<file path="config.mk">
export PLATFORM = sky130hd
export DESIGN_NAME = rc522_spi_responder
export DESIGN_NICKNAME = d
export VERILOG_FILES = /design/src/rtl/rc522_spi_responder.sv
export SDC_FILE = /design/constraint.sdc
export NUM_CORES = 2
export LEC_CHECK = 0
export BUFFER_PORTS_ARGS = -buffer_cell sky130_fd_sc_hd__buf_2
export CORE_ASPECT_RATIO = 0.8
export CORE_MARGIN = 1
export CORE_UTILIZATION = 40
export CTS_BUF_LIST = sky130_fd_sc_hd__clkbuf_2
export CTS_CLUSTER_DIAMETER = 100
export CTS_CLUSTER_SIZE = 25
export DETAILED_ROUTE_END_ITERATION = 12
export PLACE_DENSITY = 0.57
export SYNTH_ARGS = -nofsm -noshare
export SYNTH_HDL_FRONTEND = slang
export SYNTH_SLANG_ARGS = --single-unit
export TNS_END_PERCENT = 100
</file>
<file path="constraint.sdc">
create_clock -name clk -period 47.6 [get_ports clk]
set_input_delay 2.38 -clock clk [delete_from_list [all_inputs] [get_ports clk]]
set_output_delay 2.38 -clock clk [all_outputs]
set_load 0.02 [all_outputs]
</file>
<file path="src/rtl/rc522_spi_responder.sv">
// RC522-style SPI mode-0 register target: 64 x 8 register file reachable over an
// oversampled SPI slave and a local host port, with write/read event strobes.
module rc522_spi_responder #(
    parameter int unsigned SYNC_STAGES = 2,
    parameter logic [7:0]  REG_INIT    = 8'h00
) (
    input  logic       clk,
    input  logic       rst,
    input  logic       cs,
    input  logic       sck,
    input  logic       mosi,
    output logic       miso,
    input  logic [5:0] host_addr,
    input  logic       host_we,
    input  logic [7:0] host_wdata,
    output logic [7:0] host_rdata,
    output logic       wr_valid,
    output logic [5:0] wr_addr,
    output logic [7:0] wr_data,
    output logic       rd_valid,
    output logic [5:0] rd_addr,
    output logic       busy
);

    typedef enum logic [1:0] {
        IDLE = 2'd0,
        ADDR = 2'd1,
        RD   = 2'd2,
        WR   = 2'd3
    } state_t;

    state_t state_reg, state_next;

    logic [SYNC_STAGES-1:0] sck_sync, cs_sync, mosi_sync;
    logic       sck_s, cs_s, mosi_s;
    logic       sck_prev;
    logic       sck_rise, sck_fall;

    logic [2:0] bit_cnt_reg;
    logic [6:0] rx_shift_reg;
    logic [7:0] tx_shift_reg;
    logic [7:0] pending_reg;
    logic [5:0] addr_reg;
    logic [7:0] rx_byte;

    logic       active;
    logic       byte_done;
    logic       rd_fire;
    logic       wr_fire;
    logic       addr_wr_latch;

    logic [7:0]  regs [0:63];
    logic [63:0] spi_hit, host_hit;

    // cs idles high, so its synchronizer resets to 1 to keep busy low out of reset
    always_ff @(posedge clk or posedge rst) begin
        if (rst) begin
            sck_sync  <= '0;
            cs_sync   <= '1;
            mosi_sync <= '0;
            sck_prev  <= 1'b0;
        end else begin
            sck_sync  <= {sck_sync[SYNC_STAGES-2:0], sck};
            cs_sync   <= {cs_sync[SYNC_STAGES-2:0], cs};
            mosi_sync <= {mosi_sync[SYNC_STAGES-2:0], mosi};
            sck_prev  <= sck_s;
        end
    end

    assign sck_s    = sck_sync[SYNC_STAGES-1];
    assign cs_s     = cs_sync[SYNC_STAGES-1];
    assign mosi_s   = mosi_sync[SYNC_STAGES-1];
    assign sck_rise = sck_s & ~sck_prev;
    assign sck_fall = ~sck_s & sck_prev;

    assign rx_byte  = {rx_shift_reg, mosi_s};
    assign active   = (state_reg != IDLE) && !cs_s;

    always_ff @(posedge clk or posedge rst) begin
        if (rst) begin
            state_reg <= IDLE;
        end else begin
            state_reg <= state_next;
        end
    end

    always_comb begin
        state_next    = state_reg;
        rd_fire       = 1'b0;
        wr_fire       = 1'b0;
        addr_wr_latch = 1'b0;
        byte_done     = active && sck_rise && (bit_cnt_reg == 3'd7);
        case (state_reg)
            IDLE: begin
                if (!cs_s) begin
                    state_next = ADDR;
                end
            end
            ADDR: begin
                if (cs_s) begin
                    state_next = IDLE;
                end else if (byte_done) begin
                    if (rx_byte[7]) begin
                        state_next = RD;
                        rd_fire    = 1'b1;
                    end else begin
                        state_next    = WR;
                        addr_wr_latch = 1'b1;
                    end
                end
            end
            RD: begin
                if (cs_s) begin
                    state_next = IDLE;
                end else if (byte_done) begin
                    rd_fire = 1'b1;
                end
            end
            WR: begin
                if (cs_s) begin
                    state_next = IDLE;
                end else if (byte_done) begin
                    wr_fire = 1'b1;
                end
            end
            default: state_next = IDLE;
        endcase
    end

    // Shift datapath is held cleared whenever no transfer is active, which also
    // discards any partial byte when cs rises and forces miso low.
    always_ff @(posedge clk or posedge rst) begin
        if (rst) begin
            bit_cnt_reg  <= 3'd0;
            rx_shift_reg <= 7'd0;
            tx_shift_reg <= 8'h00;
            pending_reg  <= 8'h00;
            addr_reg     <= 6'd0;
        end else if (!active) begin
            bit_cnt_reg  <= 3'd0;
            rx_shift_reg <= 7'd0;
            tx_shift_reg <= 8'h00;
            pending_reg  <= 8'h00;
        end else begin
            if (sck_rise) begin
                rx_shift_reg <= rx_byte[6:0];
                bit_cnt_reg  <= bit_cnt_reg + 3'd1;
            end
            if (sck_fall) begin
                if (bit_cnt_reg == 3'd0) begin
                    tx_shift_reg <= pending_reg;
                end else begin
                    tx_shift_reg <= {tx_shift_reg[6:0], 1'b0};
                end
            end
            if (rd_fire) begin
                addr_reg    <= rx_byte[6:1];
                pending_reg <= regs[rx_byte[6:1]];
            end else if (addr_wr_latch) begin
                addr_reg    <= rx_byte[6:1];
                pending_reg <= 8'h00;
            end
        end
    end

    always_ff @(posedge clk or posedge rst) begin
        if (rst) begin
            wr_valid <= 1'b0;
            wr_addr  <= 6'd0;
            wr_data  <= 8'h00;
            rd_valid <= 1'b0;
            rd_addr  <= 6'd0;
        end else begin
            wr_valid <= wr_fire;
            rd_valid <= rd_fire;
            if (wr_fire) begin
                wr_addr <= addr_reg;
                wr_data <= rx_byte;
            end
            if (rd_fire) begin
                rd_addr <= rx_byte[6:1];
            end
        end
    end

    for (genvar gi = 0; gi < 64; gi++) begin : g_hit
        assign spi_hit[gi]  = wr_fire && (addr_reg == 6'(gi));
        assign host_hit[gi] = host_we && (host_addr == 6'(gi));
    end

    // SPI write takes priority over a same-cycle host write to the same entry
    always_ff @(posedge clk or posedge rst) begin
        if (rst) begin
            for (int i = 0; i < 64; i++) begin
                regs[i] <= REG_INIT;
            end
            host_rdata <= 8'h00;
        end else begin
            for (int i = 0; i < 64; i++) begin
                if (spi_hit[i]) begin
                    regs[i] <= rx_byte;
                end else if (host_hit[i]) begin
                    regs[i] <= host_wdata;
                end
            end
            host_rdata <= regs[host_addr];
        end
    end

    assign miso = tx_shift_reg[7];
    assign busy = ~cs_s;

endmodule

</file>
==> results.yml <==
run_status:
  run_status: "completed"
synthesis:
  syn_avg_cell_area_sq_um: 11.0
  synth_edf_count: 0
  synth_fp_nets: 3239
  synth_area_leaders: "dfrtp_1, mux4_2, mux2i_1, a21oi_1, nor2_1"
  netlist_area_sq_um: 35400
  synth_async_sr_flop_share: 1.00
  ys.flop_type: "dfrtp_1"
  yosysUniqueCellTypes: 57
  synth.most_common_cell: "dfrtp_1"
  yosysTopAreaCell: "dfrtp_1"
  syn_inst: 3212
  synth_seq_area_share: 0.413
  synth_seq_cells: 583
  ys_warn_count: 0
  synth.top_cells.by_count: "dfrtp_1, mux2i_1, a21oi_1"
  synth_top_area_share: 0.411
sta:
  finalSetupViolCount: 0
  tightestPinTransition_ns: 1.38
  fin_crit_sh: 0.0992
  setup_tns_ns: 0
  fin_ws_ns: 42.88
  rsz0062_at_grt: "false"
  whs_ns: 0.391
  max-slew-margin-rel: 0.0728
  hold_viol: 0
  fmax_mhz: 212
  slew_viol_final: 0
  fin_crit_ns: 4.72
  finClkSkew_ns: 0.141
pwr:
  ir_drop_uv: 23.9
  power.density_nw_per_um2: 27.9
  power_switching_w: 0.000330
  power_w: 0.00102
  power_frac_clock: 0.184
  combPwrFrac: 0.216
  power.internal_w: 0.000688
  switching_share: 0.324
  leakage_nw: 15.3
  seqPwrFrac: 0.600
floorplanning:
  start_util: 0.404
  io_pins: 52
  core_sq_um: 87500
  dieWidth_um: 334
  row_count: 97
  die-area_sq_um: 89600
  die_y_um: 268
setup_path:
  critPathRequiredTime_ns: 48.91
  start_kind: "input port"
  crit_family: "simple AND/OR/NAND/NOR gates"
  critical-path-max-stage-delay_ns: 1.13
  cp.arrival_ns: 6.03
  critPathBufInv: 2
  crit_fanout: 56
  worstPathCellList: "buf_8 > buf_4 > nor4bb_2 > nand2_1 > mux2i_1 > a21oi_1"
  crit_path_end_kind: "flop"
  crit_path_top_delay_cell: "nor4bb_2"
  critPathKind: "input port to flop"
routing:
  routed_via_density: 6.17
  totalWireLength_um: 119000
  dr_total_vias: 26133
  drtIter0Drc: 3641
  dr.pass1.iters: 7
  final_antenna_net_count: 0
  drt_drc_violations_left: 0
  drt-wirelength-per-cell_um: 28.0
finish:
  drive_above_1_share: 0.172
  syn_to_final_growth_pct: 3.06
  top_register: "regs"
  nets: 3063
  largest_reg_flops: 512
clocking:
  cts.sinks: 583
  cts-hold-fix-buffers: 0
  clkTransAtPathRegs_ns: 0.48
  cts_buffer_depth: 3
  cts_setup_buffers: 0
  post_cts_resized: 0
  cts-buffers-inserted: 27
  cts_tree: "yes"
  ctsRootBufferMaster: "clkbuf_2"
  clock_latency_ns: 1.42
  htree_levels: 1
grt:
  grt_use_total: 0.264
  grt_antenna_before_repair: 11
  grt_max_degree: 114
  overflow: 0
  grt_pass1_vias: 24159
  grt_pass1_wl_um: 176000
placed_design:
  io_buffer_count: 51
  gp_congestion: 0.900
  pre_cts_ws_ns: 41.50
  dp_hpwl_um: 77500
run:
  max_cap_viol_count: 0
hold_path:
  hold_path.class: "flop to flop"
## metal layers
layer	up-vias	routed length [um]	GRT usage
met1	13285	53800	0.406
met2	1265	50500	0.379
met4	6	2350	0.0476
met3	138	11900	0.0618
li1	11439	-	-
met5	-	46	0
## metrics by stage
stage,instances,utilization,area [sq um]
2_1_floorplan,3212,-,35400
3_3_place_gp,4195,0.414,36200
3_5_place_dp,4195,0.414,36200
4_1_cts,4235,0.416,36400
5_1_grt,4237,0.416,36400
6_report,4238,0.416,36400
## worst reg2reg max path, cell delays in order, from the launching register on
cell,delay (ns)
dfrtp_4,1.10
buf_4,0.58
buf_4,0.74
mux4_1,0.76
mux4_2,0.55
a211oi_1,0.78
o2bb2ai_1,0.11
## cells by family (layout without fill, tap and decap cells)
| group | after synthesis | count (layout) | synth area share |
|---|---|---|---|
| other | 0 | 3 | 0 |
| buffers and inverters | 321 | 156 | 0.0389 |
| AND/OR/NAND/NOR | 814 | 814 | 0.103 |
| flip-flops | 583 | 583 | 0.413 |
| AO/OA/AOI/OAI | 622 | 622 | 0.0943 |
| multiplexers | 865 | 865 | 0.348 |
| adder cells (fa/ha/maj) | 7 | 7 | 0.00248 |
## worst paths after layout
path,cells after the start,end,slack (ns),from
worst max-delay path,6,regs[211],42.88,host_addr[0]
worst max register to register,6,pending_reg[4],42.90,rx_shift_reg[0]
worst min-delay path,0,cs_sync[1],0.39,cs_sync[0]
min in group asynchronous,2,regs[185],1.03,rst
worst min register to register,0,cs_sync[1],0.39,cs_sync[0]
max in group asynchronous,4,mosi_sync[1],44.27,rst
## cells in the final DEF, fill, tap and decap left out, types with 10 or more instances in the layout
cell type  Yosys  routed
nand3_2       27      27
a21oi_1      532     532
buf_4         10      50
o2111ai_1     10      10
nand2b_1      13      13
o21ai_0       15      15
mux2_2        40      40
mux2i_1      541     541
clkbuf_2       0      38
nor3_1        17      17
nand3_1       44      44
nand2_1      110     110
a22oi_1       27      27
nor2_2        20      20
mux4_2       269     269
inv_1         14      13
buf_2         65      49
mux4_1        15      15
dfrtp_1      581     573
nor2_1       527     527
nor2b_1       14      14
## final cells by class
class,count,area (sq um)
fillers,8312,51100
multi-input cells,2308,19400
flip-flops and latches,583,14600
well taps,1188,1490
repair buffers,101,647
clock buffers,38,190
inverters,15,63.8
clock inverters,2,21.3
diodes,3,7.51
## power groups by stage
stage / clock [W] / combinational [W] / sequential, W
CTS: 0.000191 / 0.000218 / 0.000607
floorplan: 0 / 0.000166 / 0.000594
global placement: 0 / 0.000215 / 0.000613
finish: 0.000188 / 0.000220 / 0.000610
detailed placement: 0 / 0.000218 / 0.000615
global route: 0.000204 / 0.000237 / 0.000617
Note: power is estimated with default switching activity, not from simulation.
